File: config.mk
export PLATFORM = sky130hd
export DESIGN_NAME = igen_pipe
export DESIGN_NICKNAME = d
export VERILOG_FILES = /design/src/rtl/igen_pipe.sv
export SDC_FILE = /design/constraint.sdc
export NUM_CORES = 1
export LEC_CHECK = 0
export ABC_CLOCK_PERIOD_IN_PS = 3700
export BUFFER_PORTS_ARGS = -buffer_cell sky130_fd_sc_hd__buf_4
export CORE_ASPECT_RATIO = 0.5
export CORE_MARGIN = 2
export CORE_UTILIZATION = 59
export DETAILED_ROUTE_END_ITERATION = 16
export GPL_TIMING_DRIVEN = 0
export PLACE_DENSITY = 0.95
export SLEW_MARGIN = 20
export SYNTH_ARGS = -nofsm -noshare
export SYNTH_HDL_FRONTEND = slang
export SYNTH_SLANG_ARGS = --single-unit
File: constraint.sdc
create_clock -name clk -period 3.7 [get_ports clk]
set_input_delay 0.74 -clock clk [delete_from_list [all_inputs] [get_ports clk]]
set_output_delay 0.74 -clock clk [all_outputs]
set_load 0.02 [all_outputs]
File: src/rtl/igen_pipe.sv
// Registered immediate generator with a two-entry skid buffer and flush.
// Optional macro IGEN_CSR_EN adds CSR immediate decode for SYSTEM opcodes.
module igen_pipe #(
    parameter int XLEN = 32
) (
    input  logic            clk,
    input  logic            rst_n,
    input  logic            flush_i,
    input  logic            in_valid_i,
    output logic            in_ready_o,
    input  logic [31:0]     insn_i,
    input  logic [XLEN-1:0] pc_i,
    output logic            out_valid_o,
    input  logic            out_ready_i,
    output logic [XLEN-1:0] imm_o,
    output logic [31:0]     insn_o,
    output logic [XLEN-1:0] pc_o,
    output logic [2:0]      fmt_o
);

    localparam logic [6:0] OP_IMM    = 7'b0010011;
    localparam logic [6:0] OP_IMM_32 = 7'b0011011;
    localparam logic [6:0] OP_LOAD   = 7'b0000011;
    localparam logic [6:0] OP_JALR   = 7'b1100111;
    localparam logic [6:0] OP_STORE  = 7'b0100011;
    localparam logic [6:0] OP_BRANCH = 7'b1100011;
    localparam logic [6:0] OP_LUI    = 7'b0110111;
    localparam logic [6:0] OP_AUIPC  = 7'b0010111;
    localparam logic [6:0] OP_JAL    = 7'b1101111;

    localparam logic [2:0] FMT_NONE = 3'd0;
    localparam logic [2:0] FMT_I    = 3'd1;
    localparam logic [2:0] FMT_S    = 3'd2;
    localparam logic [2:0] FMT_B    = 3'd3;
    localparam logic [2:0] FMT_U    = 3'd4;
    localparam logic [2:0] FMT_J    = 3'd5;
`ifdef IGEN_CSR_EN
    localparam logic [6:0] OP_SYSTEM = 7'b1110011;
    localparam logic [2:0] FMT_Z     = 3'd6;
`endif

    typedef enum logic [1:0] {
        EMPTY,
        ONE,
        FULL
    } state_t;

    logic [6:0]      opcode;
    logic [2:0]      funct3;
    logic            is_shift;
    logic [31:0]     imm32;
    logic [2:0]      dec_fmt;
    logic [XLEN-1:0] dec_imm;
    logic            accept;
    logic            handshake;

    state_t          state;
    logic [XLEN-1:0] skid_imm;
    logic [31:0]     skid_insn;
    logic [XLEN-1:0] skid_pc;
    logic [2:0]      skid_fmt;

    assign opcode   = insn_i[6:0];
    assign funct3   = insn_i[14:12];
    assign is_shift = (funct3 == 3'b001) || (funct3 == 3'b101);

    // Every immediate fits in 32 bits sign-extended; values that must be
    // zero-extended (shamt, zimm, CSR address) always leave bit 31 clear.
    always_comb begin
        imm32   = '0;
        dec_fmt = FMT_NONE;
        case (opcode)
            OP_IMM: begin
                dec_fmt = FMT_I;
                if (is_shift)
                    imm32 = (XLEN == 64) ? {26'd0, insn_i[25:20]} : {27'd0, insn_i[24:20]};
                else
                    imm32 = {{20{insn_i[31]}}, insn_i[31:20]};
            end
            OP_IMM_32: begin
                if (XLEN == 64) begin
                    dec_fmt = FMT_I;
                    imm32   = is_shift ? {27'd0, insn_i[24:20]} : {{20{insn_i[31]}}, insn_i[31:20]};
                end
            end
            OP_LOAD, OP_JALR: begin
                dec_fmt = FMT_I;
                imm32   = {{20{insn_i[31]}}, insn_i[31:20]};
            end
            OP_STORE: begin
                dec_fmt = FMT_S;
                imm32   = {{20{insn_i[31]}}, insn_i[31:25], insn_i[11:7]};
            end
            OP_BRANCH: begin
                dec_fmt = FMT_B;
                imm32   = {{19{insn_i[31]}}, insn_i[31], insn_i[7], insn_i[30:25], insn_i[11:8], 1'b0};
            end
            OP_LUI, OP_AUIPC: begin
                dec_fmt = FMT_U;
                imm32   = {insn_i[31:12], 12'd0};
            end
            OP_JAL: begin
                dec_fmt = FMT_J;
                imm32   = {{11{insn_i[31]}}, insn_i[31], insn_i[19:12], insn_i[20], insn_i[30:21], 1'b0};
            end
`ifdef IGEN_CSR_EN
            OP_SYSTEM: begin
                if (funct3[2] && (funct3[1:0] != 2'b00)) begin
                    dec_fmt = FMT_Z;
                    imm32   = {27'd0, insn_i[19:15]};
                end else begin
                    dec_fmt = FMT_I;
                    imm32   = {20'd0, insn_i[31:20]};
                end
            end
`endif
            default: begin
                imm32   = '0;
                dec_fmt = FMT_NONE;
            end
        endcase
    end

    assign dec_imm   = XLEN'($signed(imm32));
    assign accept    = in_valid_i && in_ready_o && !flush_i;
    assign handshake = out_valid_o && out_ready_i;

    // in_ready_o is the registered inverse of SKID occupancy, so it never
    // depends combinationally on out_ready_i.
    always_ff @(posedge clk or negedge rst_n) begin
        if (!rst_n) begin
            state       <= EMPTY;
            out_valid_o <= 1'b0;
            in_ready_o  <= 1'b1;
            imm_o       <= '0;
            insn_o      <= '0;
            pc_o        <= '0;
            fmt_o       <= FMT_NONE;
            skid_imm    <= '0;
            skid_insn   <= '0;
            skid_pc     <= '0;
            skid_fmt    <= FMT_NONE;
        end else if (flush_i) begin
            state       <= EMPTY;
            out_valid_o <= 1'b0;
            in_ready_o  <= 1'b1;
        end else begin
            case (state)
                EMPTY: begin
                    if (accept) begin
                        imm_o       <= dec_imm;
                        insn_o      <= insn_i;
                        pc_o        <= pc_i;
                        fmt_o       <= dec_fmt;
                        out_valid_o <= 1'b1;
                        state       <= ONE;
                    end
                end
                ONE: begin
                    if (handshake && accept) begin
                        imm_o  <= dec_imm;
                        insn_o <= insn_i;
                        pc_o   <= pc_i;
                        fmt_o  <= dec_fmt;
                    end else if (handshake) begin
                        out_valid_o <= 1'b0;
                        state       <= EMPTY;
                    end else if (accept) begin
                        skid_imm   <= dec_imm;
                        skid_insn  <= insn_i;
                        skid_pc    <= pc_i;
                        skid_fmt   <= dec_fmt;
                        in_ready_o <= 1'b0;
                        state      <= FULL;
                    end
                end
                FULL: begin
                    if (handshake) begin
                        imm_o      <= skid_imm;
                        insn_o     <= skid_insn;
                        pc_o       <= skid_pc;
                        fmt_o      <= skid_fmt;
                        in_ready_o <= 1'b1;
                        state      <= ONE;
                    end
                end
                default: begin
                    state       <= EMPTY;
                    out_valid_o <= 1'b0;
                    in_ready_o  <= 1'b1;
                end
            endcase
        end
    end

endmodule

== Word-level counts from Yosys, hierarchy flattened ==
Cells that the tools add are included.

* Equal/unequal tests: 24
* Muxes and demuxes: 37
* Bitwise operators: 3
* Reduce and logical (&&, ||, !) cells: 16

{| class="wikitable"
|+ Operators with widths
! kind !! count
|-
| 32-bit 2-to-1 mux || 10
|-
| 32-bit case mux with 3 select lines || 3
|-
| 32-bit case mux with 6 select lines || 1
|-
| 7-bit == test, second input constant || 3
|-
| 3-bit != test, second input constant || 6
|-
| 3-bit case mux with 5 select lines || 1
|-
| 5-bit AND reduction || 3
|-
| 7-bit by 5-bit == test with 1-bit output, second input constant || 2
|-
| 7-bit by 6-bit == test with 1-bit output, second input constant || 2
|-
| 2-bit 2-to-1 mux || 6
|-
| 2-bit != test, second input constant || 5
|-
| 1-bit 2-to-1 mux || 9
|-
| 3-bit 2-to-1 mux || 3
|-
| 3-bit case mux with 3 select lines || 1
|-
| 4-bit AND reduction || 2
|-
| 7-bit by 2-bit == test with 1-bit output, second input constant || 1
|-
| 1-bit case mux with 3 select lines || 2
|-
| 2-bit case mux with 3 select lines || 1
|-
| 1-bit logical AND || 4
|-
| 4-bit != test, second input constant || 1
|-
| 2-bit OR reduction || 2
|-
| 3-bit by 1-bit == test with 1-bit output, second input constant || 1
|-
| 3-bit == test, second input constant || 1
|-
| 1-bit inverter || 3
|-
| other kinds (7) || 7
|}

* Bits in registers: 202
* Bits of input ports: 69
* Output and inout bits: 101
* Logic and storage cells: 91

== Depth between registers and ports, before layout ==
* Depth after elaboration: 7
* Depth in mapped cells: 9
* Mapped depth without buffers: 5

== Least setup slack after synthesis ==
Ideal clock, no wire load.

* Path kind: input -> register
* Start: in insn_i[3]
* End: reg imm_o[31]
* Data arrival time: 1,919 ps
* Required time: 3,555 ps
* Setup slack: 1,636 ps
* Cell stages on the path: 7
* Path buffers: 2
* Cell sequence: buf_4 nand4bb_4 nor2_1 a41o_2 buf_2 o41ai_1 a21oi_1

* Word-level cells in the longest chain between the ends: 5
* Elaborated cells between the ends (all ways): 14

{| class="wikitable"
|+ RTL lines
! what !! line !! text
|-
| from (decl) || 11 || <nowiki>input logic [31:0] insn_i,</nowiki>
|-
| 7-bit by 6-bit == test with 1-bit output (tied with other cells) || 72 || <nowiki>case (opcode)</nowiki>
|-
| 2-bit OR reduction (on tied branches) || n/a ||
|-
| 32-bit case mux with 6 select lines * || 72 ||
|-
| 32-bit 2-to-1 mux (on tied branches) || 160, 150 ||
|-
| 32-bit case mux with 3 select lines * || 148 || <nowiki>case (state)</nowiki>
|-
| to (signal assigned) || 151 || <nowiki>imm_o <= dec_imm;</nowiki>
|-
| to (signal assigned) || 161 || <nowiki>imm_o <= dec_imm;</nowiki>
|-
| to (signal assigned) || 179 || <nowiki>imm_o <= skid_imm;</nowiki>
|-
| to (decl) || 15 || <nowiki>output logic [XLEN-1:0] imm_o,</nowiki>
|}

Every way passes the cells marked *; elsewhere a longest branch is shown, timed or not. The select of a mux whose other input is x is not followed.
A chain may end at the register's enable or synchronous reset.

== Worst setup path after layout ==
* Start: reg in_ready_o
* End: reg skid_imm[13]

* Word-level cells in the longest chain between the ends: 5

{| class="wikitable"
|+ RTL lines
! what !! line !! text
|-
| from (decl) || 10 || <nowiki>output logic in_ready_o,</nowiki>
|-
| from (signal assigned) || 134 || <nowiki>in_ready_o <= 1'b1;</nowiki>
|-
| from (signal assigned) || 146 || <nowiki>in_ready_o <= 1'b1;</nowiki>
|-
| from (signal assigned) || 173 || <nowiki>in_ready_o <= 1'b0;</nowiki>
|-
| 1-bit logical AND * (2 in a row) || 125 || <nowiki>assign accept = in_valid_i && in_ready_o && !flush_i;</nowiki>
|-
| 1-bit logical AND || 160 || <nowiki>if (handshake && accept) begin</nowiki>
|-
| 1-bit inverter (no source line) || n/a ||
|-
| 5-bit AND reduction (no source line) * || n/a ||
|-
| to (signal assigned) || 169 || <nowiki>skid_imm <= dec_imm;</nowiki>
|-
| to (decl) || 58 || <nowiki>logic [XLEN-1:0] skid_imm;</nowiki>
|}

Every way passes the cells marked *; elsewhere a longest branch is shown, timed or not.

==> flow_summary.yaml <==
status:
  status: "finished clean"
sta:
  max_freq_ghz: 0.426
  tightestPinTransition_ns: 0.984
  maxSlewHeadroom: 0.340
  rsz0062_at_grt: "no"
  setup_violations: 0
  hold_viol_final: 0
  fin_crit_sh: 0.634
  setup_ws_ns: 1.35
  layout_min_cycle_time_ns: 2.35
  finClkSkew_ns: 0.00988
  tns_ns: 0
  slew_viol_final: 0
  worst_hold_slack_ns: 0.251
cts:
  clkSinkCount: 202
  cts_resized: 0
  ctsHtreeMaxLevel: 1
  root_buffer: "clkbuf_16"
  clk_path_buf_depth: 3
  cts_made_buffers: 19
  clk_pin_slew_ns: 0.07
  postCtsSetupBuffers: 0
  clock_latency_ns: 0.48
  cts_hold_buffers: 0
  cts_tree: "done"
setup_path:
  cp.arrival_ns: 2.73
  worstSetupPathType: "register to register"
  cp-end-kind: "register"
  cp.required_ns: 4.08
  reg2regPathDepth: 7
  r2r-start: "in_ready_o"
  worstPathMaxFanout: 10
  start_kind: "register"
  startpoint: "in_ready_o"
  reg2reg_slack_ns: 1.35
  crit_end: "skid_imm[13]"
  rr_endpoint: "skid_imm[13]"
route:
  vias_per_cell: 6.08
  num_vias: 8312
  drc_errors: 0
  drtIter0Drc: 1107
  ant_nets: 0
  drt_wl_total_mm: 25.9
  wl_per_cell_um: 19.0
  first_pass_iters: 7
layout:
  area_delta_synth_final_pct: 24.5
  fin_cells: 1367
  stdcell_area_mm2: 0.0108
  final_util: 0.750
  insertedDiodeCount: 0
  fin_nets: 1228
  nFillCells: 901
  layout-drive-gt1-share: 0.222
floorplan:
  rows: 31
  dieArea_mm2: 0.0158
  die_height_um: 89.8
  initial_core_util: 0.602
  core_mm2: 0.0144
  top_level_ports: 170
  die_w_um: 176
logic_synthesis:
  ys_seq_elements: 202
  synth_common_cells: "nand2_1, dfrtp_1, nor2_1"
  synthArstFlopShare: 1.00
  synth_cell_types: 45
  avgSynthCellArea_um2: 8.96
  yosysMostFrequentCell: "nand2_1"
  synth_edf_count: 0
  ys_top_cells_by_area: "dfrtp_1, nand2_1, a31oi_1"
  synthesis.area_mm2: 0.00869
  synthDominantCellAreaShare: 0.579
  syn-num-nets: 1039
  yosys_warnings: 0
  ys.flop_type: "dfrtp_1"
  synth-seq-area-share: 0.582
  yosys.area.top_type: "dfrtp_1"
  syn_inst: 970
placement:
  globalplace.congestion: 0.914
  dp_hpwl_mm: 17.0
  dpl_cell_area_mm2: 0.0102
  placed_cells: 1336
  dp_worst_setup_slack_ns: 1.26
  io_buffers: 167
pwr:
  powerDensity_mw_per_mm2: 784
  power_leakage_nw: 5.21
  total_power_mw: 8.49
  ir_worst_vdd_mv: 0.383
job:
  cap_violations: 0
grt:
  grt_pass1_vias: 8456
  grt_start_max_net_pins: 106
  grt_pass1_wl_mm: 42.3
  grtUsageTotal: 0.335
  grt-ovfl-total: 0
  antenna_found_initial: 0
min_path:
  hold_path.class: "primary input to async pin"
-- cells by family after synthesis --
group | synth area share
buffers and inverters | 0.0458
flip-flops | 0.582
AND/OR/NAND/NOR | 0.232
AO/OA/AOI/OAI | 0.135
multiplexers | 0.00518
-- registers in the layout, summed over array words and instances (netlist names) --
name,flops
imm_o,32
insn_o,32
pc_o,32
skid_imm,32
skid_insn,32
skid_pc,32
fmt_o,3
skid_fmt,3
state,2
in_ready_o,1
out_valid_o,1
-- power by group --
group / internal (mW) / leakage [nW] / switching (mW)
Clock: 1.08 / 0.292 / 0.840
Combinational: 1.19 / 2.49 / 1.65
Sequential: 3.15 / 2.42 / 0.581
Total: 5.42 / 5.21 / 3.07
-- metal layers --
metal	up-vias	part of all wire	global-route usage
met5	-	0	0
met4	0	0.042	0.157
met3	116	0.10	0.0761
met2	569	0.47	0.527
met1	4010	0.39	0.448
li1	3617	-	-
-- critical path: stages (launching register included) --
cell and delay [ns]:
dfstp_2 0.57, nand3b_1 0.17, nor2_1 0.20, and3_1 0.17
clkbuf_1 0.25, buf_1 0.51, nor2_1 0.13, a31oi_1 0.25
-- how the worst min path moves through the flow --
stage	from	endpoint	slack [ns]	depth (start not counted)
floorplan	rst_n	fmt_o[0]	0.44	0
global placement	skid_fmt[2]	skid_fmt[2]	0.46	2
detailed placement	skid_insn[5]	skid_insn[5]	0.46	2
CTS	rst_n	skid_insn[16]	0.31	1
global route	rst_n	skid_insn[16]	0.31	1
finish	rst_n	skid_insn[16]	0.25	1
-- layout by cell type (no fill, tap or decap), types with 2 or more instances in the layout --
cell / instances
a21oi_2: 8
mux2_2: 4
o21ai_0: 13
buf_2: 30
a31oi_1: 95
inv_1: 7
a211oi_1: 2
clkbuf_1: 31
o22ai_1: 24
clkinv_2: 3
a221oi_1: 8
nand3_1: 8
buf_6: 7
clkbuf_16: 19
and2_4: 2
nor3_1: 5
buf_1: 2
nand3b_1: 2
dfrtp_1: 201
nor2b_1: 2
clkbuf_8: 3
a22o_1: 6
buf_4: 170
nor2_1: 108
nand2_1: 364
a221o_1: 2
a21oi_1: 16
nand2b_1: 2
-- layout make-up --
cell class	count	area [um2]	area share
flip-flops and latches	202	5060	0.467
plain buffers	71	372	0.0343
clock inverters	6	68.8	0.00636
repair buffers	168	1290	0.119
inverters	7	26.3	0.00243
well taps	198	248	0.0229
multi-input cells	690	3240	0.299
clock buffers	25	528	0.0488
No activity file was read; power rests on OpenSTA's default activity.
